<file path="config.mk">
export PLATFORM = sky130hd
export DESIGN_NAME = fifo_wr_arbiter_flat
export DESIGN_NICKNAME = d
export VERILOG_FILES = /design/src/rtl/fifo_wr_arbiter_pkg.sv /design/src/rtl/fifo_wr_arbiter_if.sv /design/src/rtl/fifo_wr_arbiter_rr_pick.sv /design/src/rtl/fifo_wr_arbiter.sv /design/src/flat_wrapper.sv
export SDC_FILE = /design/constraint.sdc
export NUM_CORES = 1
export LEC_CHECK = 0
export CAP_MARGIN = 20
export CORE_MARGIN = 1.5
export CORE_UTILIZATION = 35
export CTS_CLUSTER_DIAMETER = 80
export CTS_CLUSTER_SIZE = 28
export DETAILED_ROUTE_END_ITERATION = 8
export GPL_TIMING_DRIVEN = 1
export HOLD_SLACK_MARGIN = 0.02
export PLACE_DENSITY = 0.82
export SYNTH_ARGS = -nofsm -noshare
export SYNTH_HDL_FRONTEND = slang
export SYNTH_HIERARCHICAL = 1
export SYNTH_SLANG_ARGS = --single-unit
</file>
<file path="constraint.sdc">
create_clock -name clk -period 2.5 [get_ports clk]
set_input_delay 0.5 -clock clk [delete_from_list [all_inputs] [get_ports clk]]
set_output_delay 0.5 -clock clk [all_outputs]
set_load 0.02 [all_outputs]
</file>
<file path="src/rtl/fifo_wr_arbiter_pkg.sv">
// Shared types and defaults for the fifo_wr_arbiter slice.
// Optional statistics ports are enabled with `define FIFO_ARB_STATS_EN.
package fifo_arb_pkg;

  typedef enum logic [1:0] {
    RUN   = 2'd0,
    DRAIN = 2'd1,
    DONE  = 2'd2
  } arb_state_e;

  localparam int unsigned DEF_WIDTH     = 8;
  localparam int unsigned DEF_FIFO_SIZE = 16;
  localparam int unsigned DEF_NUM_REQ   = 4;

  // Credit counter must represent 0..fifo_size inclusive.
  function automatic int unsigned cred_width(input int unsigned fifo_size);
    return $clog2(fifo_size + 1);
  endfunction

endpackage

</file>
<file path="src/rtl/fifo_wr_arbiter_if.sv">
// Producer req/ack bundle plus the FIFO write/credit-return signals.
// master = arbiter side, slave = producers/FIFO side.
interface fifo_wr_arbiter_if #(
  parameter int unsigned WIDTH   = 8,
  parameter int unsigned NUM_REQ = 4
);
  logic [NUM_REQ-1:0]       req;
  logic [NUM_REQ*WIDTH-1:0] req_data;
  logic [NUM_REQ-1:0]       ack;
  logic                     fifo_wr_en;
  logic [WIDTH-1:0]         fifo_wdata;
  logic                     fifo_rd_en;
  logic                     fifo_empty;

  modport master (
    input  req, req_data, fifo_rd_en, fifo_empty,
    output ack, fifo_wr_en, fifo_wdata
  );

  modport slave (
    output req, req_data, fifo_rd_en, fifo_empty,
    input  ack, fifo_wr_en, fifo_wdata
  );
endinterface

</file>
<file path="src/rtl/fifo_wr_arbiter_rr_pick.sv">
// Combinational rotate-priority encoder: first set bit of elig_i at or
// after ptr_i, wrapping modulo NUM_REQ.
module rr_pick #(
  parameter int unsigned NUM_REQ = 4,
  parameter int unsigned PTR_W   = 2
) (
  input  logic [NUM_REQ-1:0] elig_i,
  input  logic [PTR_W-1:0]   ptr_i,
  output logic               valid_o,
  output logic [PTR_W-1:0]   idx_o
);

  always_comb begin
    valid_o = 1'b0;
    idx_o   = '0;
    for (int unsigned k = 0; k < NUM_REQ; k++) begin
      int unsigned j;
      j = (32'(ptr_i) + k) % NUM_REQ;
      if (!valid_o && elig_i[j]) begin
        valid_o = 1'b1;
        idx_o   = PTR_W'(j);
      end
    end
  end

endmodule

</file>
<file path="src/rtl/fifo_wr_arbiter.sv">
// Round-robin write-port arbiter with local credit tracking and drain FSM.
// `define FIFO_ARB_STATS_EN adds grant_cnt/stall_cnt statistics outputs.
module fifo_wr_arbiter
  import fifo_arb_pkg::*;
#(
  parameter int unsigned WIDTH     = DEF_WIDTH,
  parameter int unsigned FIFO_SIZE = DEF_FIFO_SIZE,
  parameter int unsigned NUM_REQ   = DEF_NUM_REQ,
  parameter int unsigned CRED_W    = cred_width(FIFO_SIZE)
) (
  input  logic                 clk,
  input  logic                 rst,
  fifo_wr_arbiter_if.master    bus,
  input  logic                 drain_req,
  output logic                 drain_done,
  output logic [CRED_W-1:0]    credits
`ifdef FIFO_ARB_STATS_EN
  ,
  output logic [NUM_REQ*16-1:0] grant_cnt,
  output logic [15:0]           stall_cnt
`endif
);

  localparam int unsigned PTR_W = $clog2(NUM_REQ);
  localparam logic [CRED_W-1:0] CRED_MAX = CRED_W'(FIFO_SIZE);

  arb_state_e         state_q, state_d;
  logic [NUM_REQ-1:0] ack_q, ack_d, elig;
  logic               wr_en_q, wr_en_d;
  logic [WIDTH-1:0]   wdata_q, wdata_d;
  logic [PTR_W-1:0]   ptr_q, ptr_d, win;
  logic               win_vld;
  logic [CRED_W-1:0]  cred_q, cred_d;
  logic               done_q;
  logic               grant, cred_inc;

  // A producer whose ack is still visible has not yet replaced its word.
  assign elig     = bus.req & ~ack_q;
  assign grant    = (state_q == RUN) && !drain_req && win_vld && (cred_q != '0);
  assign cred_inc = bus.fifo_rd_en & ~bus.fifo_empty;

  rr_pick #(
    .NUM_REQ (NUM_REQ),
    .PTR_W   (PTR_W)
  ) u_pick (
    .elig_i  (elig),
    .ptr_i   (ptr_q),
    .valid_o (win_vld),
    .idx_o   (win)
  );

  always_comb begin
    ack_d   = '0;
    wr_en_d = grant;
    wdata_d = wdata_q;
    ptr_d   = ptr_q;
    if (grant) begin
      ack_d[win] = 1'b1;
      wdata_d    = bus.req_data[int'(win)*WIDTH +: WIDTH];
      ptr_d      = (win == PTR_W'(NUM_REQ - 1)) ? '0 : win + 1'b1;
    end
  end

  always_comb begin
    cred_d = cred_q;
    if (cred_inc && !grant && cred_q != CRED_MAX) begin
      cred_d = cred_q + 1'b1;
    end else if (grant && !cred_inc && cred_q != '0) begin
      cred_d = cred_q - 1'b1;
    end
  end

  always_comb begin
    state_d = state_q;
    unique case (state_q)
      RUN:     if (drain_req) state_d = DRAIN;
      DRAIN: begin
        if (!drain_req)                            state_d = RUN;
        else if (cred_q == CRED_MAX && !wr_en_q)   state_d = DONE;
      end
      DONE:    if (!drain_req) state_d = RUN;
      default: state_d = RUN;
    endcase
  end

  always_ff @(posedge clk) begin
    if (rst) begin
      state_q <= RUN;
      ack_q   <= '0;
      wr_en_q <= 1'b0;
      wdata_q <= '0;
      ptr_q   <= '0;
      cred_q  <= CRED_MAX;
      done_q  <= 1'b0;
    end else begin
      state_q <= state_d;
      ack_q   <= ack_d;
      wr_en_q <= wr_en_d;
      wdata_q <= wdata_d;
      ptr_q   <= ptr_d;
      cred_q  <= cred_d;
      done_q  <= (state_d == DONE);
    end
  end

  assign bus.ack        = ack_q;
  assign bus.fifo_wr_en = wr_en_q;
  assign bus.fifo_wdata = wdata_q;
  assign drain_done     = done_q;
  assign credits        = cred_q;

`ifdef FIFO_ARB_STATS_EN
  logic [15:0] gcnt_q [NUM_REQ];
  logic [15:0] stall_q;

  always_ff @(posedge clk) begin
    if (rst) begin
      for (int unsigned i = 0; i < NUM_REQ; i++) gcnt_q[i] <= '0;
      stall_q <= '0;
    end else begin
      for (int unsigned i = 0; i < NUM_REQ; i++) begin
        if (ack_d[i] && gcnt_q[i] != '1) gcnt_q[i] <= gcnt_q[i] + 16'd1;
      end
      if (|elig && cred_q == '0 && stall_q != '1) stall_q <= stall_q + 16'd1;
    end
  end

  always_comb begin
    grant_cnt = '0;
    for (int unsigned i = 0; i < NUM_REQ; i++) grant_cnt[i*16 +: 16] = gcnt_q[i];
  end

  assign stall_cnt = stall_q;
`endif

endmodule

</file>
<file path="src/flat_wrapper.sv">
// flat-port wrapper written by rule: the top's interface ports become plain ports
module fifo_wr_arbiter_flat import fifo_arb_pkg::*;
#(
  parameter int unsigned WIDTH     = DEF_WIDTH,
  parameter int unsigned FIFO_SIZE = DEF_FIFO_SIZE,
  parameter int unsigned NUM_REQ   = DEF_NUM_REQ,
  parameter int unsigned CRED_W    = cred_width(FIFO_SIZE)
)
  (clk, rst, drain_req, drain_done, credits, bus_req, bus_req_data, bus_fifo_rd_en, bus_fifo_empty, bus_ack, bus_fifo_wr_en, bus_fifo_wdata);
  fifo_wr_arbiter_if #(.WIDTH(WIDTH), .NUM_REQ(NUM_REQ)) bus_i ();
  input  logic clk;
  input  logic rst;
  input  logic drain_req;
  output logic drain_done;
  output logic [CRED_W-1:0] credits;
  input wire logic [$bits(bus_i.req)-1:0] bus_req;
  input wire logic [$bits(bus_i.req_data)-1:0] bus_req_data;
  input wire logic [$bits(bus_i.fifo_rd_en)-1:0] bus_fifo_rd_en;
  input wire logic [$bits(bus_i.fifo_empty)-1:0] bus_fifo_empty;
  output wire logic [$bits(bus_i.ack)-1:0] bus_ack;
  output wire logic [$bits(bus_i.fifo_wr_en)-1:0] bus_fifo_wr_en;
  output wire logic [$bits(bus_i.fifo_wdata)-1:0] bus_fifo_wdata;
  assign bus_i.req = bus_req;
  assign bus_i.req_data = bus_req_data;
  assign bus_i.fifo_rd_en = bus_fifo_rd_en;
  assign bus_i.fifo_empty = bus_fifo_empty;
  assign bus_ack = bus_i.ack;
  assign bus_fifo_wr_en = bus_i.fifo_wr_en;
  assign bus_fifo_wdata = bus_i.fifo_wdata;
  fifo_wr_arbiter #(.WIDTH(WIDTH), .FIFO_SIZE(FIFO_SIZE), .NUM_REQ(NUM_REQ), .CRED_W(CRED_W)) u_core (.clk(clk), .rst(rst), .bus(bus_i), .drain_req(drain_req), .drain_done(drain_done), .credits(credits));
endmodule
</file>
Word-level counts from Yosys, hierarchy flattened
Cells that the tools add are included.
{"block": "totals", "regBits": 23, "input_bits": 41, "elab_cells": 80}
{"block": "op_classes", "addsub": 6, "n_lt_le_gt_ge": 6, "eq_ne": 6, "n_shift": 1, "muxes": 26, "bitwise": 5, "n_reduce_logical": 23}
{"operator": "$shiftx A32 B6 Y8", "n": 1}
{"operator": "$mux W2", "n": 9}
{"operator": "$lt A2 B3 Y1 const B", "n": 5}
{"operator": "$logic_and A1 B1 Y1", "n": 12}
{"operator": "$mux W5", "n": 2}
{"operator": "$mux W1", "n": 9}
{"operator": "$bmux W1 S2", "n": 4}
{"operator": "$logic_not A1 Y1", "n": 7}
{"operator": "$eq A2 B2 Y1 const B", "n": 3}
{"operator": "$pmux W2 S3", "n": 1}
{"operator": "$add A5 B1 Y5 const B", "n": 1}
{"operator": "$eq A5 B5 Y1 const B", "n": 1}
{"operator": "$ne A5 B5 Y1 const B", "n": 1}
{"operator": "$reduce_bool A5 Y1", "n": 1}
{"operator": "$sub A5 B1 Y5 const B", "n": 1}
{"operator": "$add A2 B1 Y2 const B", "n": 2}
{"operator": "$add A2 B2 Y2 const B", "n": 2}
{"operator": "$and A4 B4 Y4", "n": 1}
{"operator": "$not A4 Y4", "n": 1}
{"operator": "$demux W1 S2", "n": 1}
{"operator": "$eq A2 B1 Y1 const B", "n": 1}
{"operator": "$ge A2 B1 Y1 const B", "n": 1}
{"operator": "$logic_not A2 Y1", "n": 1}
{"operator": "$not A1 Y1", "n": 2}
{"operator": "other kinds (3)", "n": 3}

Longest topological paths before layout
{"block": "logic_depth", "word_depth": 20, "mapped_depth": 12, "depth_no_buf": 12}

Hierarchy
Netlist, hierarchy kept.
{"module": "fifo_wr_arbiter", "n_inst": 1, "cells_per_inst": 133, "area_per_inst_um2": 1317.5, "seq_area_each_um2": 460.4}
{"module": "rr_pick", "n_inst": 1, "cells_per_inst": 15, "area_per_inst_um2": 77.6, "seq_area_each_um2": 0.0}

Worst setup path before layout
OpenSTA, ideal clock, no wires.
{"block": "synth_timing", "path_type": "input-to-reg", "start": "in bus_req[0]", "end": "reg u_core.cred_q[4] (netlist: u_core/credits[4])", "setup_ns": 0.139, "arrival_ns": 2.514, "required_time_ns": 2.361, "path_slack_ns": -0.152, "path_stages": 12, "n_path_buf": 0, "cell_sequence": "nor2b_1 -> inv_1 -> nand3_1 -> nor4b_4 -> mux2i_4 -> nand2_1 -> inv_1 -> fa_1 -> nor2b_1 -> o221ai_1 -> o221ai_1 -> o211ai_1"}
{"block": "synth_via", "elab_chain_cells": 19}
{"element": "start: declaration", "line": "flat_wrapper.sv:16", "source": "input wire logic [$bits(bus_i.req)-1:0] bus_req;"}
{"element": "$and A4 B4 Y4 *", "line": "fifo_wr_arbiter.sv:38", "source": "assign elig = bus.req & ~ack_q;"}
{"element": "$bmux W1 S2", "line": "fifo_wr_arbiter_rr_pick.sv:19", "source": "if (!valid_o && elig_i[j]) begin"}
{"element": "$mux W1 (implied by the code)", "line": "fifo_wr_arbiter_rr_pick.sv:19"}
{"element": "$mux W1", "line": "fifo_wr_arbiter_rr_pick.sv:19"}
{"element": "$logic_not A1 Y1", "line": "fifo_wr_arbiter_rr_pick.sv:19"}
{"element": "$logic_and A1 B1 Y1", "line": "fifo_wr_arbiter_rr_pick.sv:19"}
{"element": "$mux W1", "line": "fifo_wr_arbiter_rr_pick.sv:19"}
{"element": "$logic_not A1 Y1", "line": "fifo_wr_arbiter_rr_pick.sv:19"}
{"element": "[... 2 more ...]"}
{"element": "$logic_not A1 Y1", "line": "fifo_wr_arbiter_rr_pick.sv:19"}
{"element": "$logic_and A1 B1 Y1", "line": "fifo_wr_arbiter_rr_pick.sv:19"}
{"element": "$mux W1 *", "line": "fifo_wr_arbiter_rr_pick.sv:19"}
{"element": "via u_core.win_vld", "line": "fifo_wr_arbiter.sv:32", "source": "logic win_vld;"}
{"element": "$logic_and A1 B1 Y1 * (2 in series)", "line": "fifo_wr_arbiter.sv:39", "source": "assign grant = (state_q == RUN) && !drain_req && win_vld && (cred_q != '0);"}
{"element": "$logic_not A1 Y1", "line": "fifo_wr_arbiter.sv:66", "source": "if (cred_inc && !grant && cred_q != CRED_MAX) begin"}
{"element": "$logic_and A1 B1 Y1 (2 in series)", "line": "fifo_wr_arbiter.sv:66"}
{"element": "$mux W5 or $reduce_bool A2 Y1 (tied branches)"}
{"element": "end signal: assignment", "line": "fifo_wr_arbiter.sv:101", "source": "cred_q <= cred_d;"}
{"element": "end: declaration", "line": "fifo_wr_arbiter.sv:33", "source": "logic [CRED_W-1:0] cred_q, cred_d;"}
The timed path passes the listed nets; every way through them passes the cells marked *. The select of a mux whose other input is x is not followed.
A chain may end at the register's enable or synchronous reset.

Worst setup path in the final report
{"block": "layout_timing", "start": "reg u_core.cred_q[0] (netlist: u_core/credits[0])", "end": "reg u_core.cred_q[4] (netlist: u_core/credits[4])"}
{"block": "layout_via", "elab_chain_cells": 6}
{"element": "parallel branches: the longest is 6 deep, another holds $sub A5 B1 Y5"}
Parallel ways; which one is timed is not known. The select of a mux whose other input is x is not followed.

==> run_results.csv <==
group,metric,value,unit
run_status,status,"completed",
place,gp_congestion,0.785,
sta,hold_violations,0,
sta,worst_slack,0.123,ns
floorplan,die_w,66.1,µm
cts,cts_hold_buf,0,
global_route,grt_max_degree,14,
yosys,synthesis.instances,148,
sta,fmax,421,MHz
cts,cts_buffer_depth,2,
power,power_frac_seq,24.8,%
sta,period_minus_slack,2.38,ns
layout,drive_gt1_share,30.0,%
cts,clkSlewWorstSetupHoldPaths,0.08,ns
power,internal-power,1.31,mW
global_route,grt_pass1_vias,1335,
global_route,met3_usage,4.09,%
yosys,seq_area_frac_synth,33.0,%
layout,synthToLayoutAreaGrowth,72.8,%
detailed_routing,drt_iter0_markers,69,
global_route,gr-usage-met2,32.6,%
floorplan,die_y,66.1,µm
yosys,synthTopCellsByArea,"dfxtp_1 33%, mux4_2 13%, a21oi_1 6.5%",
worst_setup_path,end_kind,"register",
floorplan,dieArea,4370,µm²
cts,cts_sinks,23,
place,dpl.hpwl,2790,µm
cts,insertion_delay,0.26,ns
power,ir_worst_vdd,0.000538,V
worst_setup_path,cp.required,2.64,ns
detailed_routing,drt-pass1-iter-count,4,
global_route,busiest_layer,"met2",
yosys,yosys_register_bits,23,
detailed_routing,detail_route.wl_per_cell,13.0,µm
sta,tns,0,ns
layout,stdcell_count,288,
cts,cts_buffers,3,
sta,finClkSkew,0.00800,ns
cts,cts_tree,"done",
layout,fin_area,2410,µm²
yosys,synth_cell_types,35,
detailed_routing,vias_per_cell,5.07,
yosys,syn_nets,197,
power,pwr-share-clk,11.0,%
run,drv_cap,0,
place,dp_slack,-0.530,ns
global_route,antenna_found_initial,0,
worst_setup_path,cp_data_arrival_time,2.52,ns
detailed_routing,drtAntennaViolNets,0,
power,p_per_area,867,nW/µm²
yosys,synth_top_area_share,33.0,%
global_route,grt_overflow,0,
place,dp.cells,276,
floorplan,io_pins,60,
floorplan,core_area,3740,µm²
sta,fin_crit_sh,95.1,%
sta,setup_viol,0,
global_route,met1_usage,22.3,%
yosys,syn_area,1400,µm²
cts,root_buffer,"clkbuf_8",
place,placed_cell_area,2230,µm²
yosys,yosysWarnings,6,
power,p_sw,0.778,mW
global_route,globalRouteTotalUtil,18.1,%
sta,rsz0062_at_grt,"no",
sta,slew_violations,0,
worst_setup_path,worstSetupPathType,"reg2reg",
floorplan,row_count,22,
power,power_frac_comb,64.2,%
cts,htree_levels,1,
detailed_routing,drcViolationCount,0,
detailed_routing,drt-total-wl,3750,µm
power,p_leak,1.02,nW
yosys,avgSynthCellArea,9.43,µm²
sta,tightest_slew,0.536,ns
power,p_sw_share,37.2,%
global_route,grt_pass1_wl,6040,µm
worst_setup_path,crit_fanout,4,
power,finalPower,2.09,mW
place,io_buffers,59,
layout,antennaDiodeCount,0,
hold_path,hold_path_class,"reg2reg",
sta,slew_headroom,64.0,%
floorplan,start_util,37.3,%
layout,nets,290,
yosys,synth_area_leader_cell,"dfxtp_1",
detailed_routing,vias,1459,
worst_setup_path,cp-start-kind,"register",
-- metrics by stage --
step                util [%]  hold slack, ns
floorplan                  -           0.464
global placement        59.5           0.441
detailed placement      59.5           0.446
CTS                     64.1           0.457
global route            64.4           0.482
finish                  64.4           0.456
-- layout by cell type (no fill, tap or decap), drive strengths merged, types with 2 or more instances in the layout --
cell type | synthesis | layout
mux2 | 3 | 3
nand3 | 3 | 3
nand2b | 3 | 3
o21ai | 2 | 2
buf | 1 | 35
inv | 11 | 11
nor2 | 7 | 7
mux2i | 3 | 3
nand2 | 24 | 24
and3 | 4 | 4
dlygate4sd2 | 0 | 4
mux4 | 8 | 8
clkdlybuf4s50 | 0 | 54
nor2b | 7 | 7
dfxtp | 23 | 23
clkbuf | 5 | 3
a21oi | 18 | 18
ha | 7 | 7
o221ai | 3 | 3
-- registers in the layout, indices dropped and copies added (netlist names) --
register               count
u_core/drain_done          1
u_core/ptr_q               2
u_core/bus.ack             4
u_core/credits             5
u_core/bus.fifo_wr_en      1
u_core/bus.fifo_wdata      8
u_core/state_q             2
-- power by group through the flow --
| stage | registers (mW) | logic [mW] | clock network [mW] |
|---|---|---|---|
| global route | 0.527 | 1.46 | 0.248 |
| detailed placement | 0.520 | 1.18 | 0 |
| global placement | 0.517 | 1.16 | 0 |
| finish | 0.519 | 1.34 | 0.230 |
| CTS | 0.518 | 1.33 | 0.233 |
| floorplan | 0.602 | 0.619 | 0 |
-- kinds of logic (layout without fill, tap and decap cells) --
family | Yosys count | in the layout | share of synthesized area (%)
adder cells (fa/ha/maj) | 8 | 8 | 7.71
buffers and inverters | 17 | 109 | 4.84
XOR/XNOR | 1 | 1 | 0.628
AND/OR/NAND/NOR | 54 | 54 | 20.3
flip-flops | 23 | 23 | 33.0
multiplexers | 14 | 14 | 19.3
AO/OA/AOI/OAI | 31 | 31 | 14.3
-- cell usage after synthesis --
cell / instances
clkbuf_1: 5
or4_4: 1
a221o_1: 1
o21a_4: 1
or4b_1: 1
nand2b_1: 3
or3_1: 1
a21o_1: 1
and3_1: 4
inv_2: 1
o21ai_0: 2
fa_1: 1
o211ai_1: 1
mux2i_1: 1
o221ai_1: 3
nor4_1: 1
a211oi_1: 1
or2_2: 1
o32a_1: 1
dfxtp_1: 23
buf_4: 1
nor2b_1: 7
mux2_2: 3
mux4_2: 8
a31oi_1: 1
mux2i_4: 2
nor2_1: 7
inv_1: 10
nand3_1: 3
nor4b_4: 1
nand2_1: 24
ha_1: 7
o22a_1: 1
a21oi_1: 18
xnor2_1: 1
-- final cells by class --
cell class              instances  area, µm²
well taps                      48       60.1
repair buffers                 94        851
fillers                       329       1330
flip-flops and latches         23        460
clock inverters                 1       5.00
inverters                      11       41.3
multi-input cells             108        952
clock buffers                   3       41.3
-- layer usage --
metal,vias up,part of all wire [%]
li1,719,-
met1,695,40
met2,43,53
met3,2,5.6
met4,0,0.51
met5,-,0
-- final timing paths --
kind | start | to | slack, ns | cells after the start
worst max-delay path | u_core/credits[0] | u_core/credits[4] | 0.12 | 9
worst min-delay path | u_core/bus.fifo_wdata[7] | u_core/bus.fifo_wdata[7] | 0.46 | 2
worst min register to register | u_core/bus.fifo_wdata[7] | u_core/bus.fifo_wdata[7] | 0.46 | 2
worst max register to register | u_core/credits[0] | u_core/credits[4] | 0.12 | 9
-- repair_timing --
action / 4_1_cts / 5_1_grt
setup endpoints to repair: 12 / 1
pin swaps: 9 / 1
buffers inserted: 7 / 1
resized for setup: 25 / 1
-- worst max-delay path, cell delays in order, from the launching register on --
cell and delay (ns):
dfxtp_1 0.32, or4_4 0.58, mux2i_4 0.22, nand2_4 0.11
ha_4 0.18, or2_4 0.25, o22a_1 0.19, buf_4 0.14
a31oi_1 0.16, o211ai_1 0.10
No activity file was read; power rests on OpenSTA's default activity.
